**config.mk**
```make
export PLATFORM = sky130hd
export DESIGN_NAME = text_renderer_flat
export DESIGN_NICKNAME = d
export VERILOG_FILES = /design/src/rtl/display_pkg.sv /design/src/rtl/text_renderer_if.sv /design/src/rtl/text_renderer_blink.sv /design/src/rtl/text_renderer.sv /design/src/flat_wrapper.sv
export SDC_FILE = /design/constraint.sdc
export NUM_CORES = 1
export LEC_CHECK = 0
export CORE_AREA = 2 2 68 64
export DETAILED_ROUTE_END_ITERATION = 8
export DIE_AREA = 0 0 70 66
export GPL_ROUTABILITY_DRIVEN = 1
export GPL_TIMING_DRIVEN = 0
export PLACE_DENSITY = 0.85
export SKIP_CTS_REPAIR_TIMING = 1
export SYNTH_ARGS = -nofsm -noshare
export SYNTH_HDL_FRONTEND = slang
export SYNTH_SLANG_ARGS = --single-unit
```
**constraint.sdc**
```tcl
create_clock -name iClk -period 3.4 [get_ports iClk]
set_clock_uncertainty 0.2 [all_clocks]
set_input_delay 0.51 -clock iClk [delete_from_list [all_inputs] [get_ports iClk]]
set_output_delay 0.51 -clock iClk [all_outputs]
set_load 0.05 [all_outputs]
```
**src/rtl/display_pkg.sv**
```systemverilog
// rtl/display_pkg.sv - glyph geometry, font types and pipeline stage record shared by the text renderer
package display_pkg;

    localparam int CHAR_W      = 8;
    localparam int CHAR_H      = 16;
    localparam int FONT_ROW_W  = 4;
    localparam int CHAR_CODE_W = 8;
    localparam int XBIT_W      = $clog2(CHAR_W);

    typedef logic [CHAR_CODE_W-1:0] char_code_t;
    typedef logic [CHAR_W-1:0]      font_line_t;
    typedef logic [FONT_ROW_W-1:0]  font_row_t;

    // Per-pixel state carried between pipeline stages
    typedef struct packed {
        logic [XBIT_W-1:0] xbit;
        font_row_t         yrow;
        logic              act;
        logic              inr;
        logic              hs;
        logic              vs;
`ifdef TEXT_CURSOR_EN
        logic [6:0]        ccol;
        logic [4:0]        crow;
`endif
    } stage_t;

    function automatic stage_t stage_reset(input logic sync_lvl);
        stage_t s;
        s    = '0;
        s.hs = sync_lvl;
        s.vs = sync_lvl;
        return s;
    endfunction

endpackage

```
**src/rtl/text_renderer_if.sv**
```systemverilog
// rtl/text_renderer_if.sv - timing-gen, char-buffer, font-ROM and pixel-out signals of the text renderer (cursor ports via TEXT_CURSOR_EN)
interface text_renderer_if #(
    parameter int XY_W   = 10,
    parameter int ADDR_W = 12
);
    import display_pkg::*;

    logic [XY_W-1:0]   iPixX;
    logic [XY_W-1:0]   iPixY;
    logic              iActive;
    logic              iHSync;
    logic              iVSync;
    logic [ADDR_W-1:0] oCharAddr;
    char_code_t        iCharCode;
    char_code_t        oFontChar;
    font_row_t         oFontRow;
    font_line_t        iFontLine;
    logic              oPixel;
    logic              oActive;
    logic              oHSync;
    logic              oVSync;
`ifdef TEXT_CURSOR_EN
    logic [6:0]        iCursorCol;
    logic [4:0]        iCursorRow;
    logic              iCursorOn;
`endif

    modport slave (
        input  iPixX, iPixY, iActive, iHSync, iVSync, iCharCode, iFontLine,
        output oCharAddr, oFontChar, oFontRow, oPixel, oActive, oHSync, oVSync
`ifdef TEXT_CURSOR_EN
        , input iCursorCol, iCursorRow, iCursorOn
`endif
    );

    modport master (
        output iPixX, iPixY, iActive, iHSync, iVSync, iCharCode, iFontLine,
        input  oCharAddr, oFontChar, oFontRow, oPixel, oActive, oHSync, oVSync
`ifdef TEXT_CURSOR_EN
        , output iCursorCol, iCursorRow, iCursorOn
`endif
    );

endinterface

```
**src/rtl/text_renderer_blink.sv**
```systemverilog
// rtl/text_renderer_blink.sv - text_blink_timer: vsync-rising frame counter and cursor blink phase (built only with TEXT_CURSOR_EN)
`ifdef TEXT_CURSOR_EN
module text_blink_timer #(
    parameter logic SYNC_RST = 1'b1
) (
    input  logic iClk,
    input  logic iRst,
    input  logic iVSync,
    output logic oPhase
);
    logic       vs_prev_d, vs_prev_q;
    logic [4:0] count_d, count_q;
    logic       phase_d, phase_q;
    logic       rise;

    // Counter wraps every 32 frames; the wrap is the phase toggle point
    always_comb begin
        rise      = iVSync & ~vs_prev_q;
        vs_prev_d = iVSync;
        count_d   = count_q + 5'(rise);
        phase_d   = phase_q ^ (rise & (count_q == 5'd31));
    end

    always_ff @(posedge iClk) begin
        if (iRst) begin
            vs_prev_q <= SYNC_RST;
            count_q   <= '0;
            phase_q   <= 1'b1;
        end else begin
            vs_prev_q <= vs_prev_d;
            count_q   <= count_d;
            phase_q   <= phase_d;
        end
    end

    assign oPhase = phase_q;

endmodule
`endif

```
**src/rtl/text_renderer.sv**
```systemverilog
// rtl/text_renderer.sv - 3-stage text pipeline: cell address, font lookup, pixel serialise; TEXT_CURSOR_EN adds blinking cursor
module text_renderer
    import display_pkg::*;
#(
    parameter int   COLS     = 80,
    parameter int   ROWS     = 30,
    parameter int   XY_W     = 10,
    parameter int   ADDR_W   = 12,
    parameter logic SYNC_RST = 1'b1
) (
    input logic            iClk,
    input logic            iRst,
    text_renderer_if.slave bus
);
    localparam int XSH = $clog2(CHAR_W);
    localparam int YSH = $clog2(CHAR_H);

    logic [XY_W-1:0]   col;
    logic [XY_W-1:0]   row;
    logic              in_range;
    logic [ADDR_W-1:0] char_addr_d, char_addr_q;
    stage_t            s1_d, s1_q;
    stage_t            s2_d, s2_q;
    logic              pix_d, pix_q;
    logic              act_d, act_q;
    logic              hs_d, hs_q;
    logic              vs_d, vs_q;
    logic              glyph_bit;
    logic              cursor_hit;

`ifdef TEXT_CURSOR_EN
    logic blink_phase;

    text_blink_timer #(
        .SYNC_RST (SYNC_RST)
    ) u_blink (
        .iClk   (iClk),
        .iRst   (iRst),
        .iVSync (bus.iVSync),
        .oPhase (blink_phase)
    );
`endif

    // Stage 1: cell address; out-of-range cells read address 0 instead of wrapping
    always_comb begin
        col         = bus.iPixX >> XSH;
        row         = bus.iPixY >> YSH;
        in_range    = (col < XY_W'(COLS)) && (row < XY_W'(ROWS));
        char_addr_d = '0;
        if (in_range) begin
            char_addr_d = ADDR_W'(row) * ADDR_W'(COLS) + ADDR_W'(col);
        end
        s1_d      = '0;
        s1_d.xbit = bus.iPixX[XBIT_W-1:0];
        s1_d.yrow = bus.iPixY[FONT_ROW_W-1:0];
        s1_d.act  = bus.iActive;
        s1_d.inr  = in_range;
        s1_d.hs   = bus.iHSync;
        s1_d.vs   = bus.iVSync;
`ifdef TEXT_CURSOR_EN
        s1_d.ccol = 7'(col);
        s1_d.crow = 5'(row);
`endif
    end

    // Stage 2 holds the glyph row while the char code returns; stage 3 picks the bit
    always_comb begin
        s2_d       = s1_q;
        glyph_bit  = bus.iFontLine[~s2_q.xbit];
        cursor_hit = 1'b0;
`ifdef TEXT_CURSOR_EN
        cursor_hit = blink_phase & bus.iCursorOn
                   & (s2_q.ccol == bus.iCursorCol)
                   & (s2_q.crow == bus.iCursorRow)
                   & (s2_q.yrow[FONT_ROW_W-1:1] == 3'b111);
`endif
        pix_d = s2_q.act & s2_q.inr & (glyph_bit ^ cursor_hit);
        act_d = s2_q.act;
        hs_d  = s2_q.hs;
        vs_d  = s2_q.vs;
    end

    always_ff @(posedge iClk) begin
        if (iRst) begin
            char_addr_q <= '0;
            s1_q        <= stage_reset(SYNC_RST);
            s2_q        <= stage_reset(SYNC_RST);
            pix_q       <= 1'b0;
            act_q       <= 1'b0;
            hs_q        <= SYNC_RST;
            vs_q        <= SYNC_RST;
        end else begin
            char_addr_q <= char_addr_d;
            s1_q        <= s1_d;
            s2_q        <= s2_d;
            pix_q       <= pix_d;
            act_q       <= act_d;
            hs_q        <= hs_d;
            vs_q        <= vs_d;
        end
    end

    assign bus.oCharAddr = char_addr_q;
    assign bus.oFontChar = bus.iCharCode;
    assign bus.oFontRow  = s2_q.yrow;
    assign bus.oPixel    = pix_q;
    assign bus.oActive   = act_q;
    assign bus.oHSync    = hs_q;
    assign bus.oVSync    = vs_q;

endmodule
```
**src/flat_wrapper.sv**
```systemverilog
// flat-port wrapper written by rule: the top's interface ports become plain ports
module text_renderer_flat import display_pkg::*;
#(
    parameter int   COLS     = 80,
    parameter int   ROWS     = 30,
    parameter int   XY_W     = 10,
    parameter int   ADDR_W   = 12,
    parameter logic SYNC_RST = 1'b1
)
  (iClk, iRst, bus_iPixX, bus_iPixY, bus_iActive, bus_iHSync, bus_iVSync, bus_iCharCode, bus_iFontLine, bus_oCharAddr, bus_oFontChar, bus_oFontRow, bus_oPixel, bus_oActive, bus_oHSync, bus_oVSync);
  text_renderer_if #(.XY_W(XY_W), .ADDR_W(ADDR_W)) bus_i ();
  input logic iClk;
  input logic iRst;
  input wire logic [$bits(bus_i.iPixX)-1:0] bus_iPixX;
  input wire logic [$bits(bus_i.iPixY)-1:0] bus_iPixY;
  input wire logic [$bits(bus_i.iActive)-1:0] bus_iActive;
  input wire logic [$bits(bus_i.iHSync)-1:0] bus_iHSync;
  input wire logic [$bits(bus_i.iVSync)-1:0] bus_iVSync;
  input wire logic [$bits(bus_i.iCharCode)-1:0] bus_iCharCode;
  input wire logic [$bits(bus_i.iFontLine)-1:0] bus_iFontLine;
  output wire logic [$bits(bus_i.oCharAddr)-1:0] bus_oCharAddr;
  output wire logic [$bits(bus_i.oFontChar)-1:0] bus_oFontChar;
  output wire logic [$bits(bus_i.oFontRow)-1:0] bus_oFontRow;
  output wire logic [$bits(bus_i.oPixel)-1:0] bus_oPixel;
  output wire logic [$bits(bus_i.oActive)-1:0] bus_oActive;
  output wire logic [$bits(bus_i.oHSync)-1:0] bus_oHSync;
  output wire logic [$bits(bus_i.oVSync)-1:0] bus_oVSync;
  assign bus_i.iPixX = bus_iPixX;
  assign bus_i.iPixY = bus_iPixY;
  assign bus_i.iActive = bus_iActive;
  assign bus_i.iHSync = bus_iHSync;
  assign bus_i.iVSync = bus_iVSync;
  assign bus_i.iCharCode = bus_iCharCode;
  assign bus_i.iFontLine = bus_iFontLine;
  assign bus_oCharAddr = bus_i.oCharAddr;
  assign bus_oFontChar = bus_i.oFontChar;
  assign bus_oFontRow = bus_i.oFontRow;
  assign bus_oPixel = bus_i.oPixel;
  assign bus_oActive = bus_i.oActive;
  assign bus_oHSync = bus_i.oHSync;
  assign bus_oVSync = bus_i.oVSync;
  text_renderer #(.COLS(COLS), .ROWS(ROWS), .XY_W(XY_W), .ADDR_W(ADDR_W), .SYNC_RST(SYNC_RST)) u_core (.iClk(iClk), .iRst(iRst), .bus(bus_i));
endmodule
```
==> results.yml <==
yosys:
  syn_nets: 188
  ys.flop_type: "dfxtp_1"
  synthCells: 134
  yosys.cell_types.count: 27
  synth-async-reset-ratio_pct: 0
  yosysWarnings: 0
  synth_top_area_share_pct: 49.5
  synth_area_um2: 1540
  synth_edf_count: 0
  yosysTopAreaCell: "dfxtp_1"
  yosys-top-cells-count: "38 x dfxtp_1, 19 x nor2b_1, 12 x buf_4"
  synth_seq_cells: 38
  yosys-top-cells-area: "dfxtp_1 50%, ha_1 9.0%, nor2b_1 7.7%"
  avgSynthCellArea_um2: 11.5
  synth_most_common_cell: "dfxtp_1"
  ys_seq_area_share_pct: 49.5
worst_hold_path:
  hold_path_end: "u_core.vs_d$_SDFF_PP1_"
  holdPathStages: 1
  min_from: "u_core.s1_q[0]$_SDFF_PP1_"
  holdCritPathClass: "reg -> reg"
die:
  die_area_um2: 4620
  ioPinCount: 69
  num_rows: 22
  fp.coreArea_um2: 3910
  initial_core_util_pct: 39.3
  dieWidth_um: 70
  die_y_um: 66
sta:
  hold_viol_final: 0
  fin_tns_setup_ns: 0
  fin_crit_ns: 3.01
  slew_headroom_pct: 65.9
  worst_pin_slew_ns: 0.510
  fmax_mhz: 332
  setup_violations: 0
  drv_slew: 0
  rsz0062_at_grt: "false"
  period_share_pct: 88.6
  whs_ns: 0.211
critical_path:
  critPathArrivalTime_ns: 2.98
  cp_max_fo: 4
  worst-setup-path-type: "in -> reg"
  required_ns: 3.37
  start_kind: "primary input"
  r2r-start: "u_core.s2_q[8]$_SDFF_PP0_"
  r2r_cells: 3
  r2r_slack_ns: 1.73
  cp-end-kind: "flip-flop"
  r2r-end: "u_core.bus.oPixel$_SDFF_PP0_"
layout:
  syn_to_final_growth_pct: 48.1
  diodes: 0
  final_util_pct: 58.2
  layout-drive-gt1-share_pct: 13.9
  nets: 255
clock_tree:
  cts_tree: "built"
  clk_pin_slew_ns: 0.07
  insertion_delay_ns: 0.28
  cts_made_buffers: 5
  cts_num_sinks: 38
  cts_root_buf: "clkbuf_8"
  htree_num_levels: 2
  clock_path_buffers: 2
outcome:
  status: "complete, no violations"
placement:
  gp_congestion: 0.819
  io_buffers: 60
  dp_hpwl_um: 2320
detailed_routing:
  detail_route.wl_per_cell_um: 11.3
  first_pass_iters: 4
  wl_um: 2810
  drt_iter0_markers: 26
  ant_nets: 0
  num_vias: 1126
  vias_per_cell: 4.52
  drc: 0
global_routing:
  global_route.usage.total_pct: 13.4
  grt_overflow: 0
  grt_pass1_vias: 1069
  grt_pass1_wl_um: 4680
  grt_max_degree: 12
  antenna_found_initial: 0
flow_run:
  drv_cap: 0
pwr:
  irDropWorstVdd_v: 0.000153
  cellPowerDensity_nw_per_um2: 430
  leakagePower_nw: 0.987
  total_power_mw: 0.978
## logic make-up after synthesis
group                      Yosys count  synth area share [%]
and+or+nand+nor                     48                  19.0
AOI/OAI and AO/OA                   11                  4.48
adders and majority gates           13                  11.6
buffers and inverters               15                  6.60
muxes                                4                  5.13
DFF                                 38                  49.5
xor gates and xnor gates             5                  3.75
## worst max-delay path by stage
stage	from	to	slack (ns)
after floorplan	bus_iPixY[5]	u_core.bus.oCharAddr[11]$_SDFF_PP0_	0.75
after global placement	bus_iPixY[5]	u_core.bus.oCharAddr[11]$_SDFF_PP0_	0.11
after detailed placement	bus_iPixY[5]	u_core.bus.oCharAddr[11]$_SDFF_PP0_	0.10
after CTS	bus_iPixY[5]	u_core.bus.oCharAddr[11]$_SDFF_PP0_	0.40
after global routing	bus_iPixY[5]	u_core.bus.oCharAddr[11]$_SDFF_PP0_	0.33
final	bus_iPixY[5]	u_core.bus.oCharAddr[11]$_SDFF_PP0_	0.39
## cell type report
class | instances | area, um^2
Tap cell | 48 | 60.1
Timing Repair Buffer | 60 | 601
Inverter | 1 | 3.75
Buffer | 14 | 97.6
Sequential cell | 38 | 761
Multi-Input combinational cell | 81 | 674
Clock buffer | 5 | 68.8
Fill cell | 343 | 1630
Clock inverter | 2 | 10.0
## cell usage in the layout (no fill, tap or decap), types with 3 or more instances in the layout
cell              n
o21ai_0           3
and3_1            4
ha_1             11
xnor2_1           3
clkdlybuf4s50_1  60
clkbuf_8          5
buf_4            12
and2_1            7
dfxtp_1          38
a21o_1            4
nor2b_1          19
or2_2             6
nor2_1            5
## report_power, final
part           leakage [nW]  switching, mW  total, mW  internal, mW
sequential            0.312        0.00534      0.471         0.465
combinational         0.631          0.113      0.227         0.114
clock                0.0438          0.143      0.281         0.137
## critical path, cell delays in order
cell and delay, ns:
clkdlybuf4s50_1 0.51, ha_1 0.34, ha_1 0.22, fa_1 0.41, and3_1 0.21, or3_1 0.35
and3_1 0.19, mux2_4 0.24
## state kept, by name, indices dropped and copies added (netlist names)
register	cells
u_core.bus.oCharAddr	12
u_core.s1_q	11
u_core.bus.oFontRow	4
u_core.s2_q	4
u_core.act_d	1
u_core.bus.oActive	1
u_core.bus.oHSync	1
u_core.bus.oPixel	1
u_core.bus.oVSync	1
u_core.hs_d	1
u_core.vs_d	1
## per-layer routing
layer	share of wire, %	GRT usage [%]	vias to the layer above	wire length [um]
met3	8.2	5.49	7	230
met1	39	14.3	505	1110
li1	-	-	571	-
met4	1.6	5.05	0	45
met2	51	23.7	43	1430
met5	0	0	-	0
## stage by stage
| stage | cells | worst slack (ns) | instance area, um^2 |
|---|---|---|---|
| final | 249 | 0.389 | 2280 |
| after global routing | 249 | 0.327 | 2280 |
| after CTS | 249 | 0.401 | 2280 |
| after detailed placement | 242 | 0.105 | 2200 |
| after global placement | 242 | 0.115 | 2200 |
| after floorplan | 134 | 0.746 | 1540 |
No activity file was read; power rests on OpenSTA's default activity.
==> edit, RTL diff (same settings) <==
`CHAR_H`: 16 -> 8.
--- a/src/rtl/display_pkg.sv
+++ b/src/rtl/display_pkg.sv
@@ -4,3 +4,3 @@
     localparam int CHAR_W      = 8;
-    localparam int CHAR_H      = 16;
+    localparam int CHAR_H      = 8;
     localparam int FONT_ROW_W  = 4;
Check against the original RTL: not equivalent (a bounded check fails within 4 cycles, from zero or initial values and one cycle with iRst high).
==> edit against the original RTL <==
Design area up 1.4%. Sequential cell count is the same. Sequential power fell by 1%. Via count grew 3.8%. Wire length up 7.5%. Global-route usage up 1.0 points. Power is 2.9% higher. Synthesized area is 1.1% higher. Setup slack gained 150 ps. Largest cell class unchanged. Clock power increased by 14%. Critical path depth unchanged.
==> edit: results (changes against the original RTL) <==
stage,metric,value,unit,change
synth,Syn Nets,194,,+3.2%
layout,Final Core Density,59.1,%,+0.83 points
global_route,largest net degree at the start of global routing,13,,+1
layout,sequential share of cell area,33.0,%,-0.47 points
global_route,first-pass GRT wire length,4.95,mm,+5.8%
worst_setup_path,Setup crit start,bus_iPixY[4],,
layout,Signal buf overhead,30.2,%,-0.43 points
synth,Mapped Cells,139,,+3.7%
hold_path,HP Start,u_core.s1_q[1],,
synth,Post-Synth Adder-Cell Area,12.2,%,+0.68 points
synth,Post-Synth XOR/XNOR Area,4.27,%,+0.52 points
synth,sequential element share of the synthesized area,49.0,%,-0.52 points
layout,final cell count without fillers,255,,+2.4%
routing,routed length per instance,11.9,microns,+5.0%
placement,Final GP Congestion,0.824,,+0.65%
placement,cell total after placement,247,,+2.1%
routing,metal3 WL,292,microns,+27%
layout,multi-input gate count,85,,+4.9%
outcome,outcome,finished clean,,
routing,metal2 WL,1.43,mm,-0.28%
layout,layout cells sized above 1,13.0,%,-0.89 points
layout,clock buffers,6,,+1
synth,Post-synth top cells,"dfxtp_1 (38), nor2b_1 (19), buf_4 (12), ha_1 (12), and2_1 (7)",,
pwr,Worst VDD drop,0.172,mV,+13%
timing,Worst-Margin Slew,503,ps,-7.00 ps
layout,Non-clk invs,2,,+1
global_route,met2 Track Usage GR,24.6,%,+0.95 points
edit: cell families after synthesis:
family                   Yosys count
multiplexers                       4
adder cells (fa/ha/maj)           14
AO/OA/AOI/OAI                     11
AND/OR/NAND/NOR                   50
flip-flops                        38
XOR/XNOR                           6
buffers and inverters             16
edit: how the worst min path moves through the flow:
stage / endpoint / slack (ps)
final: u_core.hs_d / 210
after detailed placement: u_core.hs_d / 200
after CTS: u_core.vs_d / 220
after floorplan: u_core.bus.oHSync / 190
after global placement: u_core.vs_d / 190
after global routing: u_core.bus.oVSync / 230
edit: power breakdown:
group          switching [mW]  internal [mW]
sequential            0.00397          0.462
combinational           0.109          0.112
clock                   0.157          0.163
total                   0.270          0.737
edit: worst reg2reg max path, stage by stage (launching register included):
cell and delay [ps]:
dfxtp_1 350, mux4_1 560, mux2_2 280, and3_1 170
